===== src/rtl/piece_mover_if.sv =====
// piece_mover_if: scancode in, playfield bitmap, bar position and status pulses out
interface piece_mover_if #(
  parameter int COLS = 20,
  parameter int ROWS = 20
);
  logic [7:0]               ps2_out;
  logic [COLS*ROWS-1:0]     field;
  logic [$clog2(COLS)-1:0]  col;
  logic [$clog2(ROWS)-1:0]  row;
  logic                     moved;
  logic                     blocked;
  logic                     busy;
  modport master (output ps2_out, input field, col, row, moved, blocked, busy);
  modport slave  (input ps2_out, output field, col, row, moved, blocked, busy);
endinterface


===== src/rtl/piece_mover.sv =====
// piece_mover: moves a horizontal bar one cell per accepted scancode, with bounds checks and hold-off
module piece_mover #(
  parameter int COLS = 20,
  parameter int ROWS = 20,
  parameter int PIECE_W = 3,
  parameter int INIT_COL = 8,
  parameter int INIT_ROW = 3,
  parameter int HOLDOFF = 5000000,
  parameter logic [7:0] KEY_COL_INC = 8'h34,
  parameter logic [7:0] KEY_COL_DEC = 8'h23,
  parameter logic [7:0] KEY_ROW_DEC = 8'h2d,
  parameter logic [7:0] KEY_ROW_INC = 8'h2b
) (
  input logic clock,
  input logic reset,
  piece_mover_if.slave bus
);
  localparam int CW = $clog2(COLS);
  localparam int RW = $clog2(ROWS);
  localparam int N = COLS * ROWS;
  localparam int HW = $clog2(HOLDOFF + 1);
  localparam logic [N-1:0] BAR = N'({PIECE_W{1'b1}});
  localparam logic [CW-1:0] CMAX = CW'(COLS - PIECE_W);
  localparam logic [RW-1:0] RMAX = RW'(ROWS - 1);
  localparam logic [1:0] IDLE = 2'd0, MOVE = 2'd1, HOLD = 2'd2;
  logic [1:0] state;
  logic [7:0] key;
  logic [HW-1:0] cnt;
  logic [CW-1:0] col_q, col_n;
  logic [RW-1:0] row_q, row_n;
  logic [N-1:0] field_q;
  logic moved_q, blocked_q, legal, is_key;
  function automatic logic [N-1:0] build(input logic [CW-1:0] c, input logic [RW-1:0] r);
    return BAR << (int'(r) * COLS + int'(c));
  endfunction
  always_comb begin
    is_key = bus.ps2_out == KEY_COL_INC || bus.ps2_out == KEY_COL_DEC ||
             bus.ps2_out == KEY_ROW_INC || bus.ps2_out == KEY_ROW_DEC;
    legal = key == KEY_COL_INC ? col_q < CMAX :
            key == KEY_COL_DEC ? col_q != '0 :
            key == KEY_ROW_INC ? row_q < RMAX : row_q != '0;
    col_n = key == KEY_COL_INC ? col_q + CW'(1) : key == KEY_COL_DEC ? col_q - CW'(1) : col_q;
    row_n = key == KEY_ROW_INC ? row_q + RW'(1) : key == KEY_ROW_DEC ? row_q - RW'(1) : row_q;
  end
  always_ff @(posedge clock) begin
    if (reset) begin
      state <= IDLE;
      key <= '0;
      cnt <= '0;
      col_q <= CW'(INIT_COL);
      row_q <= RW'(INIT_ROW);
      field_q <= build(CW'(INIT_COL), RW'(INIT_ROW));
      moved_q <= 1'b0;
      blocked_q <= 1'b0;
    end else begin
      moved_q <= 1'b0;
      blocked_q <= 1'b0;
      if (state == IDLE && is_key) begin
        key <= bus.ps2_out;
        state <= MOVE;
      end
      if (state == MOVE) begin
        state <= HOLD;
        cnt <= HW'(HOLDOFF - 1);
        moved_q <= legal;
        blocked_q <= !legal;
        if (legal) begin
          col_q <= col_n;
          row_q <= row_n;
          field_q <= build(col_n, row_n);
        end
      end
      if (state == HOLD) begin
        if (cnt == '0) state <= IDLE;
        else cnt <= cnt - HW'(1);
      end
    end
  end
  assign bus.field = field_q;
  assign bus.col = col_q;
  assign bus.row = row_q;
  assign bus.moved = moved_q;
  assign bus.blocked = blocked_q;
  assign bus.busy = state != IDLE;
endmodule


===== src/flat_wrapper.sv =====
// flat-port wrapper written by rule: the top's interface ports become plain ports
module piece_mover_flat 
#(
  parameter int COLS = 20,
  parameter int ROWS = 20,
  parameter int PIECE_W = 3,
  parameter int INIT_COL = 8,
  parameter int INIT_ROW = 3,
  parameter int HOLDOFF = 5000000,
  parameter logic [7:0] KEY_COL_INC = 8'h34,
  parameter logic [7:0] KEY_COL_DEC = 8'h23,
  parameter logic [7:0] KEY_ROW_DEC = 8'h2d,
  parameter logic [7:0] KEY_ROW_INC = 8'h2b
)
  (clock, reset, bus_ps2_out, bus_field, bus_col, bus_row, bus_moved, bus_blocked, bus_busy);
  piece_mover_if #(.COLS(COLS), .ROWS(ROWS)) bus_i ();
  input logic clock;
  input logic reset;
  input wire logic [$bits(bus_i.ps2_out)-1:0] bus_ps2_out;
  output wire logic [$bits(bus_i.field)-1:0] bus_field;
  output wire logic [$bits(bus_i.col)-1:0] bus_col;
  output wire logic [$bits(bus_i.row)-1:0] bus_row;
  output wire logic [$bits(bus_i.moved)-1:0] bus_moved;
  output wire logic [$bits(bus_i.blocked)-1:0] bus_blocked;
  output wire logic [$bits(bus_i.busy)-1:0] bus_busy;
  assign bus_i.ps2_out = bus_ps2_out;
  assign bus_field = bus_i.field;
  assign bus_col = bus_i.col;
  assign bus_row = bus_i.row;
  assign bus_moved = bus_i.moved;
  assign bus_blocked = bus_i.blocked;
  assign bus_busy = bus_i.busy;
  piece_mover #(.COLS(COLS), .ROWS(ROWS), .PIECE_W(PIECE_W), .INIT_COL(INIT_COL), .INIT_ROW(INIT_ROW), .HOLDOFF(HOLDOFF), .KEY_COL_INC(KEY_COL_INC), .KEY_COL_DEC(KEY_COL_DEC), .KEY_ROW_DEC(KEY_ROW_DEC), .KEY_ROW_INC(KEY_ROW_INC)) u_core (.clock(clock), .reset(reset), .bus(bus_i));
endmodule

===== config.mk =====
export PLATFORM = sky130hd
export DESIGN_NAME = piece_mover_flat
export DESIGN_NICKNAME = d
export VERILOG_FILES = /design/src/rtl/piece_mover_if.sv /design/src/rtl/piece_mover.sv /design/src/flat_wrapper.sv
export SDC_FILE = /design/constraint.sdc
export NUM_CORES = 1
export LEC_CHECK = 0
export ABC_AREA = 1
export BUFFER_PORTS_ARGS = -buffer_cell sky130_fd_sc_hd__buf_2
export CAP_MARGIN = 20
export CORE_UTILIZATION = 47
export DETAILED_ROUTE_END_ITERATION = 10
export GPL_ROUTABILITY_DRIVEN = 0
export MAX_ROUTING_LAYER = met4
export PLACE_DENSITY = 0.76
export SYNTH_ARGS = -nofsm -noshare
export SYNTH_HDL_FRONTEND = slang
export SYNTH_SLANG_ARGS = --single-unit

===== constraint.sdc =====
create_clock -name clock -period 4.85 [get_ports clock]
set_input_delay 0.2425 -clock clock [delete_from_list [all_inputs] [get_ports clock]]
set_output_delay 0.2425 -clock clock [all_outputs]
set_load 0.01 [all_outputs]

Word-level counts from Yosys, hierarchy flattened
Cells that the tools add are included.
{"block": "word_totals", "regBits": 445, "elab_cells": 55}
{"block": "classes", "n_addsub": 6, "n_mul": 1, "order_cmp": 2, "n_eq_ne": 10, "shift": 1, "n_mux": 14, "bitwise_logic": 1, "reduce_logical": 12}
{"op": "$shl 3x32->400 const A", "count": 1}
{"op": "$mux 23", "count": 3}
{"op": "$eq 8x6->1 const B", "count": 8}
{"op": "$add 32x6->32", "count": 1}
{"op": "$logic_not 23->1", "count": 1}
{"op": "$sub 23x1->23 const B", "count": 1}
{"op": "$mux 5", "count": 4}
{"op": "$add 5x1->5 const B", "count": 2}
{"op": "$lt 5x5->1 const B", "count": 2}
{"op": "$reduce_bool 5->1", "count": 2}
{"op": "$sub 5x1->5 const B", "count": 2}
{"op": "$mul 5x3->8 const B", "count": 1}
{"op": "$mux 2", "count": 4}
{"op": "$logic_or 1x1->1", "count": 3}
{"op": "$mux 1", "count": 3}
{"op": "$eq 2x1->1 const B", "count": 1}
{"op": "$eq 2x2->1 const B", "count": 1}
{"op": "$logic_not 2->1", "count": 1}
{"op": "$reduce_and 2->1", "count": 1}
{"op": "$reduce_bool 2->1", "count": 1}
{"op": "$reduce_or 2->1", "count": 1}
{"op": "$logic_and 1x1->1", "count": 1}
{"op": "$logic_not 1->1", "count": 1}
{"op": "$not 1->1", "count": 1}

Logic depth before layout (Yosys ltp)
{"block": "logic_depth", "ltp_word": 9, "depth_mapped": 28}

Worst setup path after synthesis
No wires, ideal clock.
{"block": "synth_path", "kind": "reg-to-reg", "start": "register u_core.row_q[0] (netlist: u_core.bus.row[0])", "end": "register u_core.field_q[101] (netlist: u_core.bus.field[101])", "setup_ns": 0.070, "arrival_time_ns": 3.747, "path_slack_ns": 1.033, "stages_incl_launch_ff": 18, "path_buffers": 2, "synth_period_minus_slack_ns": 3.817, "path_cell_list": "dfxtp_1 > inv_1 > ha_1 > o211ai_1 > o21ai_0 > nor2_1 > nor2_1 > ha_1 > fa_1 > inv_1 > nor2_1 > xor2_1 > inv_1 > clkbuf_1 > clkbuf_1 > nor4_1 > nand2_1 > a21oi_1"}
{"block": "synth_between", "elab_chain_cells": 6, "word_cells_on_any_way": 13, "cone_classes": "add/sub (3); mul (1); order compare (1); shift (1); mux (5); reduce/logical (2)"}
{"item": "from (decl)", "line_no": "piece_mover.sv:30", "source": "logic [RW-1:0] row_q, row_n;"}
{"item": "from (signal assigned)", "line_no": "piece_mover.sv:51", "source": "row_q <= RW'(INIT_ROW);"}
{"item": "from (signal assigned)", "line_no": "piece_mover.sv:69", "source": "row_q <= row_n;"}
{"item": "$sub 5x1->5", "line_no": "piece_mover.sv:43", "source": "row_n = key == KEY_ROW_INC ? row_q + RW'(1) : key == KEY_ROW_DEC ? row_q - RW'(1) : row_q;"}
{"item": "$mux 5 (2 in series)", "line_no": "piece_mover.sv:43"}
{"item": "$mul 5x3->8", "line_no": "piece_mover.sv:34", "source": "return BAR << (int'(r) * COLS + int'(c));"}
{"item": "$add 32x6->32", "line_no": "piece_mover.sv:34"}
{"item": "$shl 3x32->400", "line_no": "piece_mover.sv:34"}
{"item": "to (signal assigned)", "line_no": "piece_mover.sv:52", "source": "field_q <= build(CW'(INIT_COL), RW'(INIT_ROW));"}
{"item": "to (signal assigned)", "line_no": "piece_mover.sv:70", "source": "field_q <= build(col_n, row_n);"}
{"item": "to (decl)", "line_no": "piece_mover.sv:31", "source": "logic [N-1:0] field_q;"}
Parallel ways exist; a longest one is shown, timed or not.
A chain may end at the register's enable or synchronous reset.

Worst setup path after layout
{"block": "layout_path", "start": "register u_core.row_q[1] (netlist: u_core.bus.row[1])", "end": "register u_core.field_q[285] (netlist: u_core.bus.field[285])"}
Same word-level chain as after synthesis.

==> results.py <==
metrics = {
    "timing": {
        "finalSetupTns_ns": 0,
        "min_period_over_period": 0.9648,
        "rsz0062_at_grt": "yes",
        "fmax_mhz": 213.7,
        "slew_headroom": 0.3164,
        "hold_viol": 0,
        "setup_viol": 0,
        "fin_skew_ns": 0.02695,
        "slew_viol_final": 0,
        "layout_min_cycle_time_ns": 4.679,
        "worst_pin_slew_ns": 1.025,
    },
    "yosys": {
        "synth_flop_cell": "dfxtp_1",
        "synth_area_per_cell_sq_um": 7.283,
        "synthArstFlopShare": 0,
        "syn_area_sq_mm": 0.01883,
        "synth_nets": 2612,
        "postSynthCellCount": 2586,
        "synth-edff-count": 0,
        "synth.top_cell.area_share": 0.4730,
        "ys_ff_latch": 445,
        "yosys-top-cells-area": "dfxtp_1, nand2_1, a21oi_1, nor2_1, nand3_1",
        "synth_largest_area_cell": "dfxtp_1",
        "synth_cell_types": 42,
        "ys_seq_area_frac": 0.4730,
        "synth_warnings": 0,
    },
    "routing": {
        "drc": 0,
        "drt_iter0_drc": 2270,
        "ant_nets": 0,
        "routedWlPerCell_microns": 20.49,
        "routed_via_density": 5.810,
        "first_pass_iters": 7,
        "num_vias": 20110,
        "totalWireLength_mm": 70.91,
    },
    "clock_tree": {
        "cts-root-buf": "clkbuf_16",
        "cts_made_buffers": 47,
        "numClockSinks": 445,
        "clock_path_buffers": 3,
        "cts_tree": "built",
        "htreeDepth": 2,
        "clock_latency_ns": 0.60,
        "clk_pin_slew_ns": 0.06,
    },
    "floorplanning": {
        "rows": 72,
        "die_h_microns": 202.2,
        "io_pins": 423,
        "core_area_sq_mm": 0.03910,
        "die_w_microns": 202.2,
        "die_area_sq_mm": 0.04087,
        "initial_core_util": 0.4817,
    },
    "placement": {
        "place_hpwl_mm": 48.73,
        "place_inst": 3374,
        "io_buffers": 422,
    },
    "global_routing": {
        "grt_usage": 0.3452,
        "grt_pass1_wl_mm": 107.2,
        "overflow": 0,
        "antenna_found_initial": 0,
        "grt_start_max_net_pins": 203,
        "grt_pass1_vias": 18520,
    },
    "critical_path": {
        "worstPathArrival_ns": 5.19,
        "setup.worst_path.start_class": "flop",
        "worstReg2RegStart": "u_core.bus.row[1]",
        "r2r_setup_slack_ns": 0.17,
        "r2r_end": "u_core.bus.field[285]",
        "required_ns": 5.37,
        "worstSetupPathType": "flop to flop",
        "endpoint_kind": "flop",
        "worstPathMaxFanout": 7,
        "r2r_cells": 19,
    },
    "job": {
        "maxCapViolCount": 0,
    },
    "worst_hold_path": {
        "worstHoldPathCells": 3,
        "hold_class": "primary input to flop",
        "hold_start": "bus_ps2_out[3]",
        "whs_endpoint": "u_core.key[3]",
    },
    "power_and_ir_drop": {
        "pwr-share-clk": 0.464,
        "seq_power_share": 0.472,
        "combPwrFrac": 0.064,
        "ir_worst_vdd_v": 0.0003631,
        "p_leak_nw": 9.665,
        "p_sw_frac": 0.2501,
        "p_total_w": 0.007770,
        "internal-power_w": 0.005827,
        "powerDensity_mw_per_mm2": 338.4,
        "p_switching_w": 0.001943,
    },
    "layout": {
        "final_util": 0.5873,
        "finalNonFillerCells": 3461,
        "nets": 2936,
        "area_growth_pct": 21.93,
        "drive_gt1_frac": 0.2114,
    },
    "run_status": {
        "status": "finished clean",
    },
}
==> sequential cells by signal, indices dropped and copies added, names as in the netlist <==
signal,flops
u_core.cnt,23
u_core.state,2
u_core.bus.row,5
u_core.key,8
u_core.bus.moved,1
u_core.bus.blocked,1
u_core.bus.col,5
u_core.bus.field,400
==> stage by stage <==
stage,hold slack [ns],worst slack [ns],area [sq um]
finish,0.01970,0.1707,22960
detailed placement,0.4534,0.1116,21280
global placement,0.4481,-0.01374,21280
CTS,0.01007,0.08417,22800
global route,0.03488,-0.08799,22960
floorplan,0.4184,1.033,18830
==> critical path, cell delays in order (launching register included) <==
cell,delay [ns]
dfxtp_1,0.45
inv_1,0.13
ha_1,0.31
o211ai_1,0.20
o21ai_0,0.24
nor2_1,0.30
nor2_1,0.09
ha_1,0.22
fa_1,0.46
xnor2_1,0.19
inv_1,0.06
nand3_1,0.08
inv_1,0.06
nand2_1,0.09
nor2_2,0.08
nor2_1,0.25
nand3_1,0.51
nor4_1,0.62
nand2_1,0.11
a21oi_1,0.14
==> final cells by class <==
type	instances	area, sq um
Antenna cell	1	2.502
Clock buffer	64	1320
Clock inverter	17	198.9
Fill cell	3644	16130
Inverter	118	456.7
Multi-Input combinational cell	1818	8687
Sequential cell	445	8909
Tap cell	518	648.1
Timing Repair Buffer	480	2741
==> how the worst max path moves through the flow <==
stage	start	to	slack [ns]	cells after the start
2_1_floorplan	u_core.bus.row[0]	u_core.bus.field[101]	1.03	17
3_3_place_gp	u_core.bus.row[0]	u_core.bus.field[107]	-0.01	16
3_5_place_dp	u_core.bus.row[1]	u_core.bus.field[59]	0.11	17
4_1_cts	u_core.bus.row[1]	u_core.bus.field[315]	0.08	17
5_1_grt	u_core.bus.row[1]	u_core.bus.field[381]	-0.09	19
6_report	u_core.bus.row[1]	u_core.bus.field[285]	0.17	19
==> power by group through the flow <==
stage                     Sequential, W  Clock [W]  Combinational [W]
after floorplan                 0.00375          0           0.000313
after global placement          0.00375          0           0.000465
after detailed placement        0.00375          0           0.000470
after CTS                       0.00367    0.00362           0.000472
after global routing            0.00367    0.00377           0.000524
final                           0.00367    0.00360           0.000500
==> kinds of logic (layout without fill, tap and decap cells) <==
kind of cell | Yosys count | after routing | synth area share
AO/OA/AOI/OAI | 475 | 475 | 0.1339
XOR/XNOR | 13 | 13 | 0.006445
adder cells (fa/ha/maj) | 16 | 16 | 0.01143
buffers and inverters | 323 | 679 | 0.07255
flip-flops | 445 | 445 | 0.4730
other | 0 | 1 | 0
AND/OR/NAND/NOR | 1314 | 1314 | 0.3027
==> layer usage <==
layer  global-route usage  vias up  wire length, microns
li1                     -     9206                     -
met1               0.4284     9489                 28270
met2               0.5061     1179                 30810
met3              0.09384      233                  7540
met4               0.1928        0                  4283
met5                    -        -                     0
==> layout by cell type (no fill, tap or decap), types with 36 or more instances in the layout <==
| cell | instances |
|---|---|
| nand2_1 | 685 |
| dfxtp_1 | 445 |
| buf_2 | 422 |
| a21oi_1 | 385 |
| nor2_1 | 249 |
| nand3_1 | 172 |
| inv_1 | 103 |
| nand4_1 | 71 |
| clkbuf_16 | 47 |
| nor4_1 | 44 |
| buf_4 | 42 |
| o21ai_0 | 36 |
==> Yosys cell counts, drive strengths merged (10+ instances only) <==
cell / count
nand4: 73
a21oi: 385
nor4: 51
o21ai: 36
buf: 56
a22oi: 29
inv: 115
ha: 14
nor2: 263
nor3: 36
xor2: 10
clkbuf: 149
nand2: 694
nand3: 187
dfxtp: 445
==> repair_timing <==
| action | CTS | global route |
|---|---|---|
| hold endpoints to repair | 0 | 0 |
| buffers inserted | 0 | 4 |
| setup endpoints to repair | 0 | 151 |
| gates resized for setup | 0 | 17 |
| hold buffers | 0 | 0 |
(Power assumes the default switching activity.)
